[src/rtl/alu_seq_pkg.sv]
// Shared definitions for the ALU control-step sequencer.
// Holds the 5-bit opcode values, ALUControl bit positions, the state encoding,
// the instruction-class encoding, the strobe bundle type and helpers that
// locate the IR fields and map an opcode to its one-hot ALU select.
package alu_seq_pkg;

  localparam int unsigned OpcW = 5;
  localparam int unsigned AluW = 12;

  localparam logic [OpcW-1:0] OpcAdd  = 5'b00011;
  localparam logic [OpcW-1:0] OpcSub  = 5'b00100;
  localparam logic [OpcW-1:0] OpcAnd  = 5'b00101;
  localparam logic [OpcW-1:0] OpcOr   = 5'b00110;
  localparam logic [OpcW-1:0] OpcShr  = 5'b00111;
  localparam logic [OpcW-1:0] OpcShra = 5'b01000;
  localparam logic [OpcW-1:0] OpcShl  = 5'b01001;
  localparam logic [OpcW-1:0] OpcRor  = 5'b01010;
  localparam logic [OpcW-1:0] OpcRol  = 5'b01011;
  localparam logic [OpcW-1:0] OpcMul  = 5'b01111;
  localparam logic [OpcW-1:0] OpcDiv  = 5'b10000;
  localparam logic [OpcW-1:0] OpcNeg  = 5'b10001;

  localparam int unsigned AluAdd  = 0;
  localparam int unsigned AluSub  = 1;
  localparam int unsigned AluAnd  = 2;
  localparam int unsigned AluOr   = 3;
  localparam int unsigned AluShr  = 4;
  localparam int unsigned AluShra = 5;
  localparam int unsigned AluShl  = 6;
  localparam int unsigned AluRor  = 7;
  localparam int unsigned AluRol  = 8;
  localparam int unsigned AluMul  = 9;
  localparam int unsigned AluDiv  = 10;
  localparam int unsigned AluNeg  = 11;

  typedef enum logic [3:0] {
    StIdle, StT0, StT1, StT2, StT3, StT4, StT5, StT6, StIll
  } state_e;

  typedef enum logic [1:0] {
    OpThree, OpNeg, OpMulDiv
  } op_class_e;

  // Single-bit datapath strobes plus the ALU select, registered as one bundle.
  typedef struct packed {
    logic            busy;
    logic            done;
    logic            illegal;
    logic            pc_out;
    logic            mar_in;
    logic            inc_pc;
    logic            pc_in;
    logic            mdr_read;
    logic            mdr_in;
    logic            mdr_out;
    logic            ir_in;
    logic            y_in;
    logic            z_in;
    logic            zlow_out;
    logic            zhigh_out;
    logic            lo_in;
    logic            hi_in;
    logic [AluW-1:0] alu;
  } ctrl_t;

  // MSB positions of the register fields, packed directly below the opcode.
  function automatic int unsigned ra_msb(input int unsigned word);
    return word - OpcW - 1;
  endfunction

  function automatic int unsigned rb_msb(input int unsigned word, input int unsigned rsel_w);
    return word - OpcW - 1 - rsel_w;
  endfunction

  function automatic int unsigned rc_msb(input int unsigned word, input int unsigned rsel_w);
    return word - OpcW - 1 - 2 * rsel_w;
  endfunction

  // Returns all-zero for an unsupported opcode.
  function automatic logic [AluW-1:0] opc_to_alu(input logic [OpcW-1:0] opc);
    logic [AluW-1:0] a;
    a = '0;
    case (opc)
      OpcAdd:  a[AluAdd]  = 1'b1;
      OpcSub:  a[AluSub]  = 1'b1;
      OpcAnd:  a[AluAnd]  = 1'b1;
      OpcOr:   a[AluOr]   = 1'b1;
      OpcShr:  a[AluShr]  = 1'b1;
      OpcShra: a[AluShra] = 1'b1;
      OpcShl:  a[AluShl]  = 1'b1;
      OpcRor:  a[AluRor]  = 1'b1;
      OpcRol:  a[AluRol]  = 1'b1;
      OpcMul:  a[AluMul]  = 1'b1;
      OpcDiv:  a[AluDiv]  = 1'b1;
      OpcNeg:  a[AluNeg]  = 1'b1;
      default: a = '0;
    endcase
    return a;
  endfunction

  function automatic op_class_e opc_class(input logic [OpcW-1:0] opc);
    op_class_e c;
    case (opc)
      OpcMul, OpcDiv: c = OpMulDiv;
      OpcNeg:         c = OpNeg;
      default:        c = OpThree;
    endcase
    return c;
  endfunction

endpackage

[src/rtl/reg_sel_decoder.sv]
// Binary register select to one-hot register strobe.
// Ports: sel_i - register number; en_i - drive any bit at all;
//        onehot_o - NREG-wide one-hot (all zero when en_i is low).
module reg_sel_decoder #(
  parameter int unsigned NREG   = 16,
  parameter int unsigned RSEL_W = $clog2(NREG)
) (
  input  logic [RSEL_W-1:0] sel_i,
  input  logic              en_i,
  output logic [NREG-1:0]   onehot_o
);

  always_comb begin
    onehot_o = '0;
    if (en_i) begin
      onehot_o = NREG'(1) << sel_i;
    end
  end

endmodule

[src/rtl/alu_op_sequencer.sv]
// Control-step sequencer for register-to-register ALU instructions on a
// single shared datapath bus. Walks fetch (T0..T2), decodes the opcode and
// then emits the execute steps for three-register, NEG and MUL/DIV forms.
// Ports:
//   clk, clr       clock and synchronous active-high reset
//   start          begin an instruction (honoured in IDLE and the final step)
//   ir             instruction register contents
//   busy/done      sequencer activity and final-step flag
//   illegal        one-cycle pulse for an unsupported opcode
//   Rout/Rin       one-hot register-file bus drive / load
//   PCout..HIin    datapath strobes
//   ALUControl     one-hot ALU operation select
// All outputs are flops loaded from the decode of the next state, so nothing
// on start or ir reaches an output pin combinationally.
module alu_op_sequencer
  import alu_seq_pkg::*;
#(
  parameter int unsigned NREG    = 16,
  parameter int unsigned RSEL_W  = $clog2(NREG),
  parameter int unsigned WORD    = 32,
  parameter int unsigned ALU_LAT = 1
) (
  input  logic              clk,
  input  logic              clr,
  input  logic              start,
  input  logic [WORD-1:0]   ir,
  output logic              busy,
  output logic              done,
  output logic              illegal,
  output logic [NREG-1:0]   Rout,
  output logic [NREG-1:0]   Rin,
  output logic              PCout,
  output logic              MARin,
  output logic              IncPC,
  output logic              PCin,
  output logic              MDRRead,
  output logic              MDRin,
  output logic              MDRout,
  output logic              IRin,
  output logic              Yin,
  output logic              Zin,
  output logic              Zlowout,
  output logic              Zhighout,
  output logic              LOin,
  output logic              HIin,
  output logic [AluW-1:0]   ALUControl
);

  localparam int unsigned CntW = $clog2(ALU_LAT + 1);
  localparam int unsigned RaMsb = ra_msb(WORD);
  localparam int unsigned RbMsb = rb_msb(WORD, RSEL_W);
  localparam int unsigned RcMsb = rc_msb(WORD, RSEL_W);

  state_e             state_q, state_d;
  logic [CntW-1:0]    cnt_q, cnt_d;
  op_class_e          op_q, op_d;
  logic [AluW-1:0]    alu_q, alu_d;
  logic [RSEL_W-1:0]  ra_q, ra_d, rb_q, rb_d, rc_q, rc_d;

  ctrl_t              ctrl_q, ctrl_d;
  logic [NREG-1:0]    rout_q, rout_d, rin_q, rin_d;
  logic [RSEL_W-1:0]  rout_sel_d, rin_sel_d;
  logic               rout_en_d, rin_en_d;

  logic [OpcW-1:0]    opc;
  logic [AluW-1:0]    dec_alu;
  logic               unused_ir;

  assign opc       = ir[WORD-1 -: OpcW];
  assign dec_alu   = opc_to_alu(opc);
  assign unused_ir = ^ir;

  // Next-state logic; instruction fields are captured once at the end of T2.
  always_comb begin
    state_d = state_q;
    cnt_d   = cnt_q;
    op_d    = op_q;
    alu_d   = alu_q;
    ra_d    = ra_q;
    rb_d    = rb_q;
    rc_d    = rc_q;
    unique case (state_q)
      StIdle: if (start) state_d = StT0;
      StT0:   state_d = StT1;
      StT1:   state_d = StT2;
      StT2: begin
        if (dec_alu == '0) begin
          state_d = StIll;
        end else begin
          state_d = StT3;
          alu_d   = dec_alu;
          op_d    = opc_class(opc);
          ra_d    = ir[RaMsb -: RSEL_W];
          rb_d    = ir[RbMsb -: RSEL_W];
          rc_d    = ir[RcMsb -: RSEL_W];
        end
      end
      StT3: begin
        unique case (op_q)
          OpNeg:    state_d = StT5;
          OpMulDiv: begin
            state_d = StT4;
            cnt_d   = CntW'(ALU_LAT);
          end
          default: begin
            state_d = StT4;
            cnt_d   = CntW'(1);
          end
        endcase
      end
      StT4: begin
        if (cnt_q == CntW'(1)) begin
          state_d = StT5;
          cnt_d   = '0;
        end else begin
          cnt_d = cnt_q - CntW'(1);
        end
      end
      StT5: begin
        if (op_q == OpMulDiv) state_d = StT6;
        else                  state_d = start ? StT0 : StIdle;
      end
      StT6:   state_d = start ? StT0 : StIdle;
      StIll:  state_d = StIdle;
      default: state_d = StIdle;
    endcase
  end

  // Output decode of the upcoming state; the result is registered below.
  always_comb begin
    ctrl_d     = '0;
    rout_en_d  = 1'b0;
    rin_en_d   = 1'b0;
    rout_sel_d = rb_d;
    rin_sel_d  = ra_d;
    ctrl_d.busy = (state_d != StIdle);
    unique case (state_d)
      StIdle: ;
      StT0: begin
        ctrl_d.pc_out = 1'b1;
        ctrl_d.mar_in = 1'b1;
        ctrl_d.inc_pc = 1'b1;
        ctrl_d.z_in   = 1'b1;
      end
      StT1: begin
        ctrl_d.zlow_out = 1'b1;
        ctrl_d.pc_in    = 1'b1;
        ctrl_d.mdr_read = 1'b1;
        ctrl_d.mdr_in   = 1'b1;
      end
      StT2: begin
        ctrl_d.mdr_out = 1'b1;
        ctrl_d.ir_in   = 1'b1;
      end
      StT3: begin
        rout_en_d = 1'b1;
        unique case (op_d)
          OpMulDiv: begin
            rout_sel_d  = ra_d;
            ctrl_d.y_in = 1'b1;
          end
          OpNeg: begin
            ctrl_d.alu  = alu_d;
            ctrl_d.z_in = 1'b1;
          end
          default: ctrl_d.y_in = 1'b1;
        endcase
      end
      StT4: begin
        rout_en_d  = 1'b1;
        ctrl_d.alu = alu_d;
        if (op_d == OpMulDiv) begin
          // Z captures the product/quotient only once the ALU has settled.
          ctrl_d.z_in = (cnt_d == CntW'(1));
        end else begin
          rout_sel_d  = rc_d;
          ctrl_d.z_in = 1'b1;
        end
      end
      StT5: begin
        ctrl_d.zlow_out = 1'b1;
        if (op_d == OpMulDiv) begin
          ctrl_d.lo_in = 1'b1;
        end else begin
          rin_en_d    = 1'b1;
          ctrl_d.done = 1'b1;
        end
      end
      StT6: begin
        ctrl_d.zhigh_out = 1'b1;
        ctrl_d.hi_in     = 1'b1;
        ctrl_d.done      = 1'b1;
      end
      StIll:  ctrl_d.illegal = 1'b1;
      default: ;
    endcase
  end

  reg_sel_decoder #(
    .NREG   (NREG),
    .RSEL_W (RSEL_W)
  ) u_rout_dec (
    .sel_i    (rout_sel_d),
    .en_i     (rout_en_d),
    .onehot_o (rout_d)
  );

  reg_sel_decoder #(
    .NREG   (NREG),
    .RSEL_W (RSEL_W)
  ) u_rin_dec (
    .sel_i    (rin_sel_d),
    .en_i     (rin_en_d),
    .onehot_o (rin_d)
  );

  always_ff @(posedge clk) begin
    if (clr) begin
      state_q <= StIdle;
      cnt_q   <= '0;
      op_q    <= OpThree;
      alu_q   <= '0;
      ra_q    <= '0;
      rb_q    <= '0;
      rc_q    <= '0;
      ctrl_q  <= '0;
      rout_q  <= '0;
      rin_q   <= '0;
    end else begin
      state_q <= state_d;
      cnt_q   <= cnt_d;
      op_q    <= op_d;
      alu_q   <= alu_d;
      ra_q    <= ra_d;
      rb_q    <= rb_d;
      rc_q    <= rc_d;
      ctrl_q  <= ctrl_d;
      rout_q  <= rout_d;
      rin_q   <= rin_d;
    end
  end

  assign busy       = ctrl_q.busy;
  assign done       = ctrl_q.done;
  assign illegal    = ctrl_q.illegal;
  assign Rout       = rout_q;
  assign Rin        = rin_q;
  assign PCout      = ctrl_q.pc_out;
  assign MARin      = ctrl_q.mar_in;
  assign IncPC      = ctrl_q.inc_pc;
  assign PCin       = ctrl_q.pc_in;
  assign MDRRead    = ctrl_q.mdr_read;
  assign MDRin      = ctrl_q.mdr_in;
  assign MDRout     = ctrl_q.mdr_out;
  assign IRin       = ctrl_q.ir_in;
  assign Yin        = ctrl_q.y_in;
  assign Zin        = ctrl_q.z_in;
  assign Zlowout    = ctrl_q.zlow_out;
  assign Zhighout   = ctrl_q.zhigh_out;
  assign LOin       = ctrl_q.lo_in;
  assign HIin       = ctrl_q.hi_in;
  assign ALUControl = ctrl_q.alu;

endmodule

[config.mk]
export PLATFORM = sky130hd
export DESIGN_NAME = alu_op_sequencer
export DESIGN_NICKNAME = d
export VERILOG_FILES = /design/src/rtl/alu_seq_pkg.sv /design/src/rtl/reg_sel_decoder.sv /design/src/rtl/alu_op_sequencer.sv
export SDC_FILE = /design/constraint.sdc
export NUM_CORES = 1
export LEC_CHECK = 0
export ABC_AREA = 1
export ABC_CLOCK_PERIOD_IN_PS = 4900
export BUFFER_PORTS_ARGS = -buffer_cell sky130_fd_sc_hd__buf_2
export CORE_MARGIN = 2
export CORE_UTILIZATION = 55
export DETAILED_ROUTE_END_ITERATION = 12
export MAX_ROUTING_LAYER = met4
export PLACE_DENSITY = 0.91
export SLEW_MARGIN = 5
export SYNTH_ARGS = -nofsm -noshare
export SYNTH_HDL_FRONTEND = slang
export SYNTH_HIERARCHICAL = 1
export SYNTH_SLANG_ARGS = --single-unit
[constraint.sdc]
create_clock -name clk -period 4.9 [get_ports clk]
set_input_delay 0.98 -clock clk [delete_from_list [all_inputs] [get_ports clk]]
set_output_delay 0.98 -clock clk [all_outputs]
set_load 0.01 [all_outputs]
==> results.txt <==
Via Count -> 3262
Routed WL -> 7787 µm
Drt first pass iters -> 5
GPL Wtd Cong -> 0.8875
Layout cells sized above 1 -> 22.13%
Num CTS Buffers -> 9
Worst path bufs/invs -> 3
DRC viols -> 0
CTS HTree Levels -> 3
DR WL/cell -> 11.96 µm
Die Wd -> 85.32 µm
Final Hold Vio Count -> 0
Hold Buf Count CTS -> 0
Crit-path cells -> buf_2, nor2_1, nand3_1, nand2_1, nor2_2, nand3_4, nand2_8, a21oi_4, nand2_4, nand2_1, nand3_1, nand3_1, inv_1, nand3_1, nor2_1, inv_1, nor2_1
HPWL Detailed -> 5390 µm
Total clock sinks -> 86
Initial core utilization -> 56.96%
Most frequent cell after synthesis -> nor2_1
Clk_skew -> 12.93 ps
Hold path start -> alu_q[8]
Ys async rst share -> 0%
Slowest cell delay on critical path -> 360 ps
Hold crit path type -> reg -> reg
Placeable Area -> 6386 µm²
Cell Area, Synth -> 3637 µm²
Post-synth EDFFs -> 0
Total of max-cap violations -> 0
Fin nets -> 604
Setup repair after global routing missed its margin -> false
Synth cell types -> 35
Post-synthesis sequential area ratio -> 47.33%
Largest area contributor in the synthesized netlist -> dfxtp_1
Synth cell count leaders -> nor2_1, inv_1, dfxtp_1, nand2_1, nand3_1
Most used DFF post-synth -> dfxtp_1
Area contributors post-synth -> dfxtp_1, nor2_1, inv_1
First-pass GRT wire length -> 12560 µm
Hold EP -> alu_q[8]
Overflow after GRT -> 0
Yosys warns -> 6
Die area -> 7280 µm²
R2r startpoint -> state_q[2]
Leak -> 2.105 nW
Synth-to-layout area growth -> 16.20%
Root Driver -> clkbuf_8
WP data arrival -> 3390 ps
Vias per cell -> 5.011
Required @ worst endpoint -> 5130 ps
Min cycle time layout -> 3160 ps
Vias in the first global route -> 2941
Clk buf depth -> 2
Clock slew seen by the registers of the worst setup and hold paths -> 90 ps
Peak Freq -> 0.3165 GHz
Yosys reg bits -> 86
Startpoint Class -> primary input
Initial antenna violation count -> 0
Port bufs -> 80
Fin crit share -> 64.48%
N_diodes -> 0
# resized after CTS -> 0
GRT Total Usage -> 22.26%
Crit-path leading delay family -> simple AND/OR/NAND/NOR gates
Critical Setup Path Class -> in -> reg
Worst-Margin Slew -> 813.6 ps
VDD IR-drop max -> 0.0002175 V
Num rows -> 29
Slew HR -> 45.56%
Largest net degree at the start of global routing -> 61
CP Max Fanout -> 28
Post-CTS setup buffers -> 0
Syn nets -> 533
Final Max Slew Viols -> 0
Reg2reg setup slack -> 2020 ps
Crit. End Element -> flop
Setup-failing EPs final -> 0
Worst reg2reg path depth -> 14
Final ANT Viol Nets -> 0
Slowest cell on the critical path -> a21oi_4
CTS tree -> built
Hold Path Cell Cnt -> 2
TNS Setup -> 0 ps
Levels on crit path -> 17
Initial DRC count -> 225
Power Dens Cells -> 323.1 nW/µm²
Syn Inst Count -> 498
Synth Area per Inst -> 7.304 µm²
CP most frequent cell -> nand3_1
RR Endpoint -> Rout[13]
Final core utilization -> 66.18%
Status -> finished clean
Die height -> 85.32 µm
I/O Pins -> 96
Skew-Pair Late Insertion Delay -> 360 ps
Post-synth top area share -> 47.33%
==> state kept, by name, summed over array words and instances, names as in the netlist <==
name,count
illegal,1
cnt_q,1
op_q,2
Rout,16
PCout,1
ALUControl,12
Zlowout,1
done,1
state_q,4
ra_q,4
rb_q,4
MDRRead,1
busy,1
alu_q,12
rc_q,4
LOin,1
Rin,16
Yin,1
HIin,1
Zin,1
MDRout,1
==> cells in the final DEF (no fill, tap or decap), types with 2 or more instances in the layout <==
master,synthesis,layout
o211ai_1,2,2
clkbuf_8,0,9
a21oi_1,7,7
nor3_2,2,2
dfxtp_1,86,86
nor2_1,111,111
inv_6,0,2
nor3_4,2,2
o21ai_1,8,8
inv_2,5,5
buf_2,3,80
clkinv_2,0,2
bufinv_16,0,2
nand2_4,2,2
or2_0,5,5
nor3_1,8,8
nand2_1,66,66
or2_2,2,2
nand3b_1,8,8
nand3_1,49,49
nor2_2,8,8
o21ai_0,4,4
a211oi_1,2,2
nand2_2,2,2
inv_1,88,88
==> worst max path at each step <==
stage,startpoint,to,slack (ps)
6_report,ir[28],Rout[13],1740
5_1_grt,ir[28],Rout[10],1520
4_1_cts,ir[28],Rout[2],1820
3_5_place_dp,ir[28],Rout[10],1460
3_3_place_gp,ir[29],Rout[2],1570
2_1_floorplan,ir[29],Rout[4],2260
==> routing by layer <==
metal	up-vias	part of all wire (%)	GRT usage (%)
li1	1645	-	-
met4	0	2.8	11.69
met2	143	49	36.51
met1	1446	42	24.94
met5	-	0	-
met3	28	6.9	5.642
==> final cells by class <==
cell class	count	area, µm²
fillers	516	2160
inverters	94	355.3
well taps	77	96.34
repair buffers	81	407.9
clock buffers	9	123.9
multi-input cells	297	1425
flip-flops and latches	86	1722
clock inverters	7	96.34
==> report_power, final <==
part	internal (W)	switching, W
Combinational	0.0000314	0.0000674
Sequential	0.000708	0.00000516
Clock	0.000290	0.000263
==> worst reg2reg max path: stages (launching register included) <==
cell and delay, ps:
dfxtp_1 340, nor2_1 170, inv_1 110, nor3_4 520
nand2_8 250, a21oi_4 370, nand2_4 150, nand2_1 100
nand3_1 70, nand3_1 270, inv_1 120, nand3_1 120
nor2_1 60, inv_1 50, nor2_1 30
==> cell families (layout without fill, tap and decap cells) <==
family          Yosys count  in the layout  synth area share [%]
simple gates            271            271                 34.71
buf+inv                 115            191                 13.48
compound gates           26             26                 4.472
flops                    86             86                 47.33
==> through the flow <==
stage               total power (W)  instances  setup WS (ps)  hold WS [ps]  area [µm²]
floorplan                 0.0008017        498           2263         429.1        3637
global placement          0.0008218        635           1574         438.3        4006
detailed placement        0.0008266        635           1459         445.0        4006
CTS                        0.001366        651           1821         456.7        4227
global route               0.001408        651           1520         480.3        4227
finish                     0.001365        651           1740         461.9        4227
Note: power is estimated with default switching activity, not from simulation.
